--- src/rtl/cluster_clock_gate_ctrl.sv ---
`default_nettype none
// ============================================================================
//  Module   : cluster_clock_gate_ctrl
//  Purpose  : Produces the enable for the cluster clock gate from core
//             activity and sleep/wake requests. Runs on the free-running
//             cluster clock. Gating happens only after an idle-hysteresis
//             delay. After ungating, the block waits a settle delay and then
//             pulses a one-cycle wake acknowledge.
//  Ports    : clk_i          free-running (ungated) cluster clock
//             rst_i          asynchronous active-high reset
//             sleep_req_i    core requests clock off (level)
//             busy_i         outstanding core/interconnect activity (level)
//             wake_evt_i     pending interrupt/event, forces wake (level)
//             test_en_i      scan/test mode, holds FSM in RUN
//             stats_clr_i    clears the gated-cycle counter
//             clk_en_o       registered enable to the clock gate
//             gated_o        registered, high while GATED
//             wake_ack_o     registered one-cycle pulse on WAKE->RUN
//             gated_cycles_o gated-cycle count (0 when stats not built)
//  Options  : `define CLK_GATE_STATS_EN builds the 32-bit saturating
//             gated-cycle counter. Without it, gated_cycles_o reads 0.
//  Revision : 1.0  initial release
// ============================================================================
module cluster_clock_gate_ctrl #(
   parameter int IDLE_CYCLES = 8,
   parameter int WAKE_CYCLES = 2
) (
   input  logic        clk_i,
   input  logic        rst_i,
   input  logic        sleep_req_i,
   input  logic        busy_i,
   input  logic        wake_evt_i,
   input  logic        test_en_i,
   input  logic        stats_clr_i,
   output logic        clk_en_o,
   output logic        gated_o,
   output logic        wake_ack_o,
   output logic [31:0] gated_cycles_o
);

   // The idle and wake phases never overlap, so one counter serves both.
   localparam int MAX_CYCLES = (IDLE_CYCLES > WAKE_CYCLES) ? IDLE_CYCLES : WAKE_CYCLES;
   localparam int CNT_W      = $clog2(MAX_CYCLES + 1);

   localparam logic [CNT_W-1:0] IDLE_LAST = CNT_W'(IDLE_CYCLES - 1);
   localparam logic [CNT_W-1:0] WAKE_LAST = CNT_W'(WAKE_CYCLES - 1);

   localparam logic [1:0] ST_RUN      = 2'd0;
   localparam logic [1:0] ST_IDLE_CNT = 2'd1;
   localparam logic [1:0] ST_GATED    = 2'd2;
   localparam logic [1:0] ST_WAKE     = 2'd3;

   logic [1:0]       state, state_nxt;
   logic [CNT_W-1:0] cnt, cnt_nxt;
   logic             clk_en_nxt, gated_nxt, wake_ack_nxt;
   logic             idle_q;

   assign idle_q = sleep_req_i & ~busy_i & ~wake_evt_i;

   // State register. The outputs are also registered here, decoded from the
   // next state so that they change on the same edge as the transition.
   always_ff @(posedge clk_i or posedge rst_i) begin
      if (rst_i) begin
         state      <= ST_RUN;
         cnt        <= '0;
         clk_en_o   <= 1'b1;
         gated_o    <= 1'b0;
         wake_ack_o <= 1'b0;
      end else begin
         state      <= state_nxt;
         cnt        <= cnt_nxt;
         clk_en_o   <= clk_en_nxt;
         gated_o    <= gated_nxt;
         wake_ack_o <= wake_ack_nxt;
      end
   end

   // Next-state logic
   always_comb begin
      state_nxt = state;
      cnt_nxt   = cnt;
      if (test_en_i) begin
         state_nxt = ST_RUN;
         cnt_nxt   = '0;
      end else begin
         case (state)
            ST_RUN: begin
               if (idle_q) begin
                  state_nxt = ST_IDLE_CNT;
                  cnt_nxt   = '0;
               end
            end
            ST_IDLE_CNT: begin
               if (!idle_q) begin
                  state_nxt = ST_RUN;
                  cnt_nxt   = '0;
               end else if (cnt == IDLE_LAST) begin
                  state_nxt = ST_GATED;
                  cnt_nxt   = '0;
               end else begin
                  cnt_nxt = cnt + 1'b1;
               end
            end
            ST_GATED: begin
               // busy_i alone does not wake; only an event or a dropped request.
               if (wake_evt_i || !sleep_req_i) begin
                  state_nxt = ST_WAKE;
                  cnt_nxt   = '0;
               end
            end
            ST_WAKE: begin
               // Settle phase. Inputs are ignored, so it cannot be aborted.
               if (cnt == WAKE_LAST) begin
                  state_nxt = ST_RUN;
                  cnt_nxt   = '0;
               end else begin
                  cnt_nxt = cnt + 1'b1;
               end
            end
            default: begin
               state_nxt = ST_RUN;
               cnt_nxt   = '0;
            end
         endcase
      end
   end

   // Output decode from the next state
   always_comb begin
      clk_en_nxt   = (state_nxt != ST_GATED);
      gated_nxt    = (state_nxt == ST_GATED);
      // A test-mode exit from WAKE is not a wake completion.
      wake_ack_nxt = (state == ST_WAKE) && (state_nxt == ST_RUN) && !test_en_i;
   end

`ifdef CLK_GATE_STATS_EN
   logic [31:0] gated_cnt;

   always_ff @(posedge clk_i or posedge rst_i) begin
      if (rst_i) begin
         gated_cnt <= '0;
      end else if (stats_clr_i) begin
         gated_cnt <= '0;
      end else if ((state == ST_GATED) && (gated_cnt != 32'hFFFF_FFFF)) begin
         gated_cnt <= gated_cnt + 32'd1;
      end
   end

   assign gated_cycles_o = gated_cnt;
`else
   logic unused_stats_clr;
   assign unused_stats_clr = stats_clr_i;
   assign gated_cycles_o   = 32'd0;
`endif

endmodule
`default_nettype wire

--- config.mk ---
export PLATFORM = sky130hd
export DESIGN_NAME = cluster_clock_gate_ctrl
export DESIGN_NICKNAME = d
export VERILOG_FILES = /design/src/rtl/cluster_clock_gate_ctrl.sv
export SDC_FILE = /design/constraint.sdc
export NUM_CORES = 1
export LEC_CHECK = 0
export ABC_CLOCK_PERIOD_IN_PS = 1700
export CAP_MARGIN = 20
export CORE_MARGIN = 8
export CORE_UTILIZATION = 40
export CTS_CLUSTER_DIAMETER = 60
export DETAILED_ROUTE_END_ITERATION = 16
export DONT_BUFFER_PORTS = 1
export SLEW_MARGIN = 0
export SYNTH_ARGS = -nofsm -noshare
export SYNTH_HDL_FRONTEND = slang
export SYNTH_SLANG_ARGS = --single-unit
--- constraint.sdc ---
create_clock -name clk_i -period 1.7 [get_ports clk_i]
set_input_delay 0.34 -clock clk_i [delete_from_list [all_inputs] [get_ports clk_i]]
set_output_delay 0.34 -clock clk_i [all_outputs]
set_load 0.02 [all_outputs]
==> flow_summary.ini <==
[run_status]
status = finished clean

[setup_path]
slowest_delay_ns = 0.40
crit_fanout = 4
crit_required_ns = 1.85
reg2reg_from = cnt[1]
cp_slowest_cell = or3b_4
startpoint_type = register
reg2reg_depth = 7
r2r_end = cnt[0]
cp_top_family = simple AND/OR/NAND/NOR gates
rrSetupSlack_ns = 0.02
path_cells = inv_1 > ha_1 > or3b_4 > a32oi_4 > buf_4 > nor2b_1 > a211oi_1
end_kind = register
crit_arrival_ns = 1.83
worstSetupPathType = register to register
critPathBufInv = 2

[hold_path]
min_path_cells = 1
min_to = state[1]
worstHoldStart = test_en_i
hold_class = primary input to register

[pwr]
comb_power_share_pct = 21.3
p_int_mw = 0.329
switching_share_pct = 33.7
p_sw_mw = 0.167
ir_drop_mv = 0.260
powerDensity_nw_per_um2 = 617
cellLeakagePower_nw = 0.394
clkPwrFrac_pct = 33.7
p_seq_share_pct = 45.0

[clock_network]
clk_latency_ns = 0.26
clk_path_buf_depth = 2
cts_sinks = 9
root_buffer = clkbuf_4
cts_tree = yes
cts.reportedPaths.clkPinSlew_ns = 0.06
cts_max_level = 1
cts_made_buffers = 3

[die]
die_w_microns = 60.2
std_cell_rows = 16
core_area_sq_um = 1900
dieArea_sq_um = 3630
start_util_pct = 41.1
die-height_microns = 60.2
ios = 42

[timing]
fmax_mhz = 594
slew_viol_final = 0
hold_violations = 0
fin_crit_ns = 1.68
rsz0062_at_grt = yes
setup_viol = 0
hold_ws_ns = 0.141
fin_skew_ns = 0.00116
min_period_over_period_pct = 99.1

[cells_and_area]
stdcell_count = 123
final_common_cell = conb_1
antenna_cells = 0
fill_cells = 208
final_cell_mix = 32 x conb_1, 8 x dfrtp_1, 8 x buf_4, 6 x inv_1, 4 x nand2_1
drive_gt1_share_pct = 20.8
area_growth_syn_to_layout_pct = 2.72
nNetsFinal = 106

[route]
postRouteAntennaNets = 0
wl_met3_microns = 139
via_per_inst = 4.33
drt-pass1-iter-count = 4
wl_met2_microns = 827
drt_wl_total_mm = 1.57
met1Wirelength_microns = 525
drt_iter0_markers = 3
num_vias = 533
dr.max_layer_used = met4
drc = 0
drt-wirelength-per-cell_microns = 12.7

[global_routing]
grt_pass1_vias = 556
grt_pass1_wl_mm = 2.39
grt-ovfl-total = 0
grt_use_total_pct = 9.18
grt_max_degree = 12
antenna_found_initial = 0

[placement]
dp_cells = 117
place_congestion = 0.821
dp_hpwl_mm = 1.28
portBuffers = 0

[logic_synthesis]
synth_top_area_cell = buf_4
netlist_area_sq_um = 782
synthTopCellsByArea = buf_4 31%, dfrtp_1 26%, dfstp_2 3.4%, ha_1 3.2%, nor4b_4 3.0%
ys_seq_area_share_pct = 29.0
synth-seq-cells = 9
syn_inst = 85
synth_top_area_share_pct = 30.7
synth_cell_type_count = 34
syn-mean-instance-area_sq_um = 9.20
ys_warn_count = 0

[run]
maxCapViolCount = 0
-- power groups by stage --
stage	Combinational (mW)	Sequential, mW	Clock [mW]
after floorplan	0.145	0.226	0
after global placement	0.0972	0.226	0
after detailed placement	0.0977	0.226	0
after CTS	0.101	0.222	0.175
after global routing	0.115	0.223	0.182
final	0.106	0.223	0.167
-- worst max-delay path by stage --
stage	depth (start not counted)	startpoint	slack, ns	end
3_3_place_gp	6	cnt[1]	0.04	cnt[3]
6_report	7	cnt[1]	0.02	cnt[0]
2_1_floorplan	6	cnt[1]	0.04	cnt[3]
4_1_cts	7	cnt[1]	0.01	cnt[0]
5_1_grt	6	cnt[1]	-0.07	cnt[3]
3_5_place_dp	5	state[1]	0.002	cnt[0]
-- per-stage QoR --
step	total power, mW	setup TNS (ns)	worst slack (ns)	utilization [%]	cell area (sq um)
after detailed placement	0.324	0	0.00184	38.9	741
after floorplan	0.372	0	0.0376	-	898
after global routing	0.521	-0.182	-0.0739	42.2	803
after CTS	0.499	0	0.0103	41.3	785
final	0.496	0	0.0157	42.2	803
after global placement	0.323	0	0.0411	38.9	741
-- cells by family (layout without fill, tap and decap cells) --
group	Yosys count	count (layout)	share of synthesized area, %
compound gates	15	15	16.8
other cells	1	32	0.480
fa+ha+maj	2	2	3.20
simple gates	19	19	16.5
flops	9	9	29.0
buf+inv	39	19	34.1
-- registers in the layout, indices dropped and copies added, names as in the netlist --
register,flops
gated_o,1
state,2
clk_en_o,1
cnt,4
wake_ack_o,1
-- area by class of cell --
cell class,count,area [sq um],area share (%)
Multi-Input combinational cell,68,424,52.8
Sequential cell,9,226,28.2
Tap cell,27,33.8,4.21
Inverter,6,22.5,2.80
Clock buffer,4,26.3,3.27
Timing Repair Buffer,9,70.1,8.72
-- cell usage after synthesis (all sizes together) --
cell     number
a2111oi       3
nor2          1
nor4          1
a211o         3
dfstp         1
nor2b         2
o21ai         3
ha            2
dfrtp         8
nand2         5
conb          1
nand3b        1
clkbuf        1
buf          32
a21oi         1
a32oi         1
o22a          1
o31ai         1
nor3          1
or3b          1
nand4         1
nand3         1
nor4b         2
nand2b        1
and2          2
o211a         1
inv           6
a211oi        1
-- routing by layer --
layer,vias up,global-route usage [%]
met5,-,0
met3,6,2.80
met1,252,8.10
li1,250,-
met4,0,9.86
met2,25,15.5
-- repair_timing --
| action | 4_1_cts | 5_1_grt |
|---|---|---|
| setup endpoints to repair | 1 | 3 |
| resized for setup | 0 | 5 |
| hold buffers | 1 | 0 |
| setup buffers | 1 | 0 |
| gates cloned | 0 | 0 |
| pin swaps | 2 | 2 |
| hold endpoints to repair | 8 | 0 |
Power figures use the tool's default switching activity.
==> variant (same flow settings) <==
The option `CLK_GATE_STATS_EN` is turned on by a define.
--- a/src/rtl/cluster_clock_gate_ctrl.sv
+++ b/src/rtl/cluster_clock_gate_ctrl.sv
@@ -21,6 +21,8 @@
 //             gated-cycle counter. Without it, gated_cycles_o reads 0.
 //  Revision : 1.0  initial release
 // ============================================================================
+`define CLK_GATE_STATS_EN
+
 module cluster_clock_gate_ctrl #(
    parameter int IDLE_CYCLES = 8,
    parameter int WAKE_CYCLES = 2
Function: no difference found for any inputs over 10 cycles, from zero or initial values and one cycle with rst_i high; that may be too few to reach the edited logic, so the function may still have changed.
==> variant against the original RTL <==
- the run now ends with setup timing left
- routed wire length rose to 4.6 times the old value
- combinational power down 41%
- final area rose to 4.6 times the old value
- setup slack worse by 0.23 ns
- synthesized area rose to 3.1 times the old value
- sequential cell count up 32
- hold slack worse by 0.052 ns
- total power rose to 3.8 times the old value
- critical endpoint is now gated_cycles_o[29]
==> variant: results (changes against the original RTL) <==
Clock-pin slew reported for the worst setup and hold paths after clock tree synthesis: 0.08 ns (was 0.06 ns). The reg-to-reg critical path endpoint was gated_cycles_o[29] (was cnt[0]). Top cells by area in the synthesized netlist: sky130_fd_sc_hd__dfrtp_1 41%, sky130_fd_sc_hd__a21oi_1 5.5%, sky130_fd_sc_hd__o31ai_1 4.6%, sky130_fd_sc_hd__or4_1 4.6%, sky130_fd_sc_hd__nand2_1 3.4% (was sky130_fd_sc_hd__buf_4 31%, sky130_fd_sc_hd__dfrtp_1 26%, sky130_fd_sc_hd__dfstp_2 3.4%, sky130_fd_sc_hd__ha_1 3.2%, sky130_fd_sc_hd__nor4b_4 3.0%). The met1 routing resource usage after global routing was 18.8% (was 8.10%). The logs give -0.217 ns (was 0.0157 ns) for the worst setup slack after layout and 31 (was 0) for the number of endpoints failing setup at the final stage.

The average detailed-routed wire length per instance is 17.2 um (was 12.7 um). Top cells by instance count after synthesis: 40 x sky130_fd_sc_hd__dfrtp_1, 27 x sky130_fd_sc_hd__a21oi_1, 22 x sky130_fd_sc_hd__nand2_1, 15 x sky130_fd_sc_hd__o31ai_1, 15 x sky130_fd_sc_hd__or4_1 (was 32 x sky130_fd_sc_hd__buf_4, 8 x sky130_fd_sc_hd__dfrtp_1, 6 x sky130_fd_sc_hd__inv_1, 4 x sky130_fd_sc_hd__nand2_1, 3 x sky130_fd_sc_hd__o21ai_0). The run gives 2355 (was 556) as the number of global-route vias before repair. The tools report the first-pass GRT wire length as 11500 um (was 2390 um). The iteration-0 DRC count of the detailed router is 75 (was 3), and the number of H-tree levels is 2 (was 1). The logs give 4690 um (was 1280 um) for the HPWL after detailed placement and 354 (was 106) for the number of nets in the layout. The combinational gate power is 0.0624 mW (was 0.106 mW), and the insertion delay to the later sink of the worst-skew pair is 0.29 ns (was 0.26 ns). The number of gates resized after CTS came out at 45 (was 0).

The checks that failed: setup timing. The sequential-to-total area share from yosys stat came out at 42.1% (was 29.0%). The proportion of synthesized area in mux cells was 2.31% (was 0%); the sequential power was 0.976 mW (was 0.223 mW). The number of setup buffers added after CTS is 9 (was 1), and the maximum fanout along the worst path is 3 (was 4). Depth of the worst register-to-register path: 8 (was 7). The tools report the worst reg2reg path startpoint as gated_cycles_o[1] (was cnt[1]).

The run finished, with violations left. For the internal power contribution, the log shows 1.48 mW (was 0.329 mW). Post-route setup TNS: -4.90 ns (was 0 ns).

The area fraction in compound gates after synthesis was 16.3% (was 16.8%); the pin count of the biggest net entering global routing was 42 (was 12). The startpoint of the lowest-slack hold path is stats_clr_i (was test_en_i). The routability-driven placement congestion ratio was 0.767 (was 0.821).
-- variant: changes by cell type after synthesis, sizes merged, moves of 14 or more --
cell   unedited run  this run
a21oi             1        27
buf              32         9
dfrtp             8        40
nand2             5        22
o31ai             1        15
or4               0        15
-- variant: metrics by stage --
step	total power [mW]	worst slack (ns)	utilization, %	std cells
5_1_grt	1.93	-0.295	62.4	420
6_report	1.86	-0.217	62.4	420
2_1_floorplan	1.04	-0.338	-	257
3_5_place_dp	1.05	-0.284	51.7	390
3_3_place_gp	1.05	-0.249	51.7	390
4_1_cts	1.88	-0.202	58.2	409
-- variant: metal layers --
metal | routed length, um | up-vias
met5 | 0 | -
met4 | 65 | 0
met3 | 418 | 7
met2 | 3710 | 48
met1 | 3020 | 1192
li1 | - | 1146
-- variant: layout make-up --
cell class              count  area (sq um)  area share, %
clock buffers               7          86.3           2.34
clock inverters             1          30.0          0.813
inverters                   7          26.3          0.711
multi-input cells         194          1650           44.5
flip-flops and latches     41          1040           28.1
well taps                  75          93.8           2.54
repair buffers             95           774           21.0
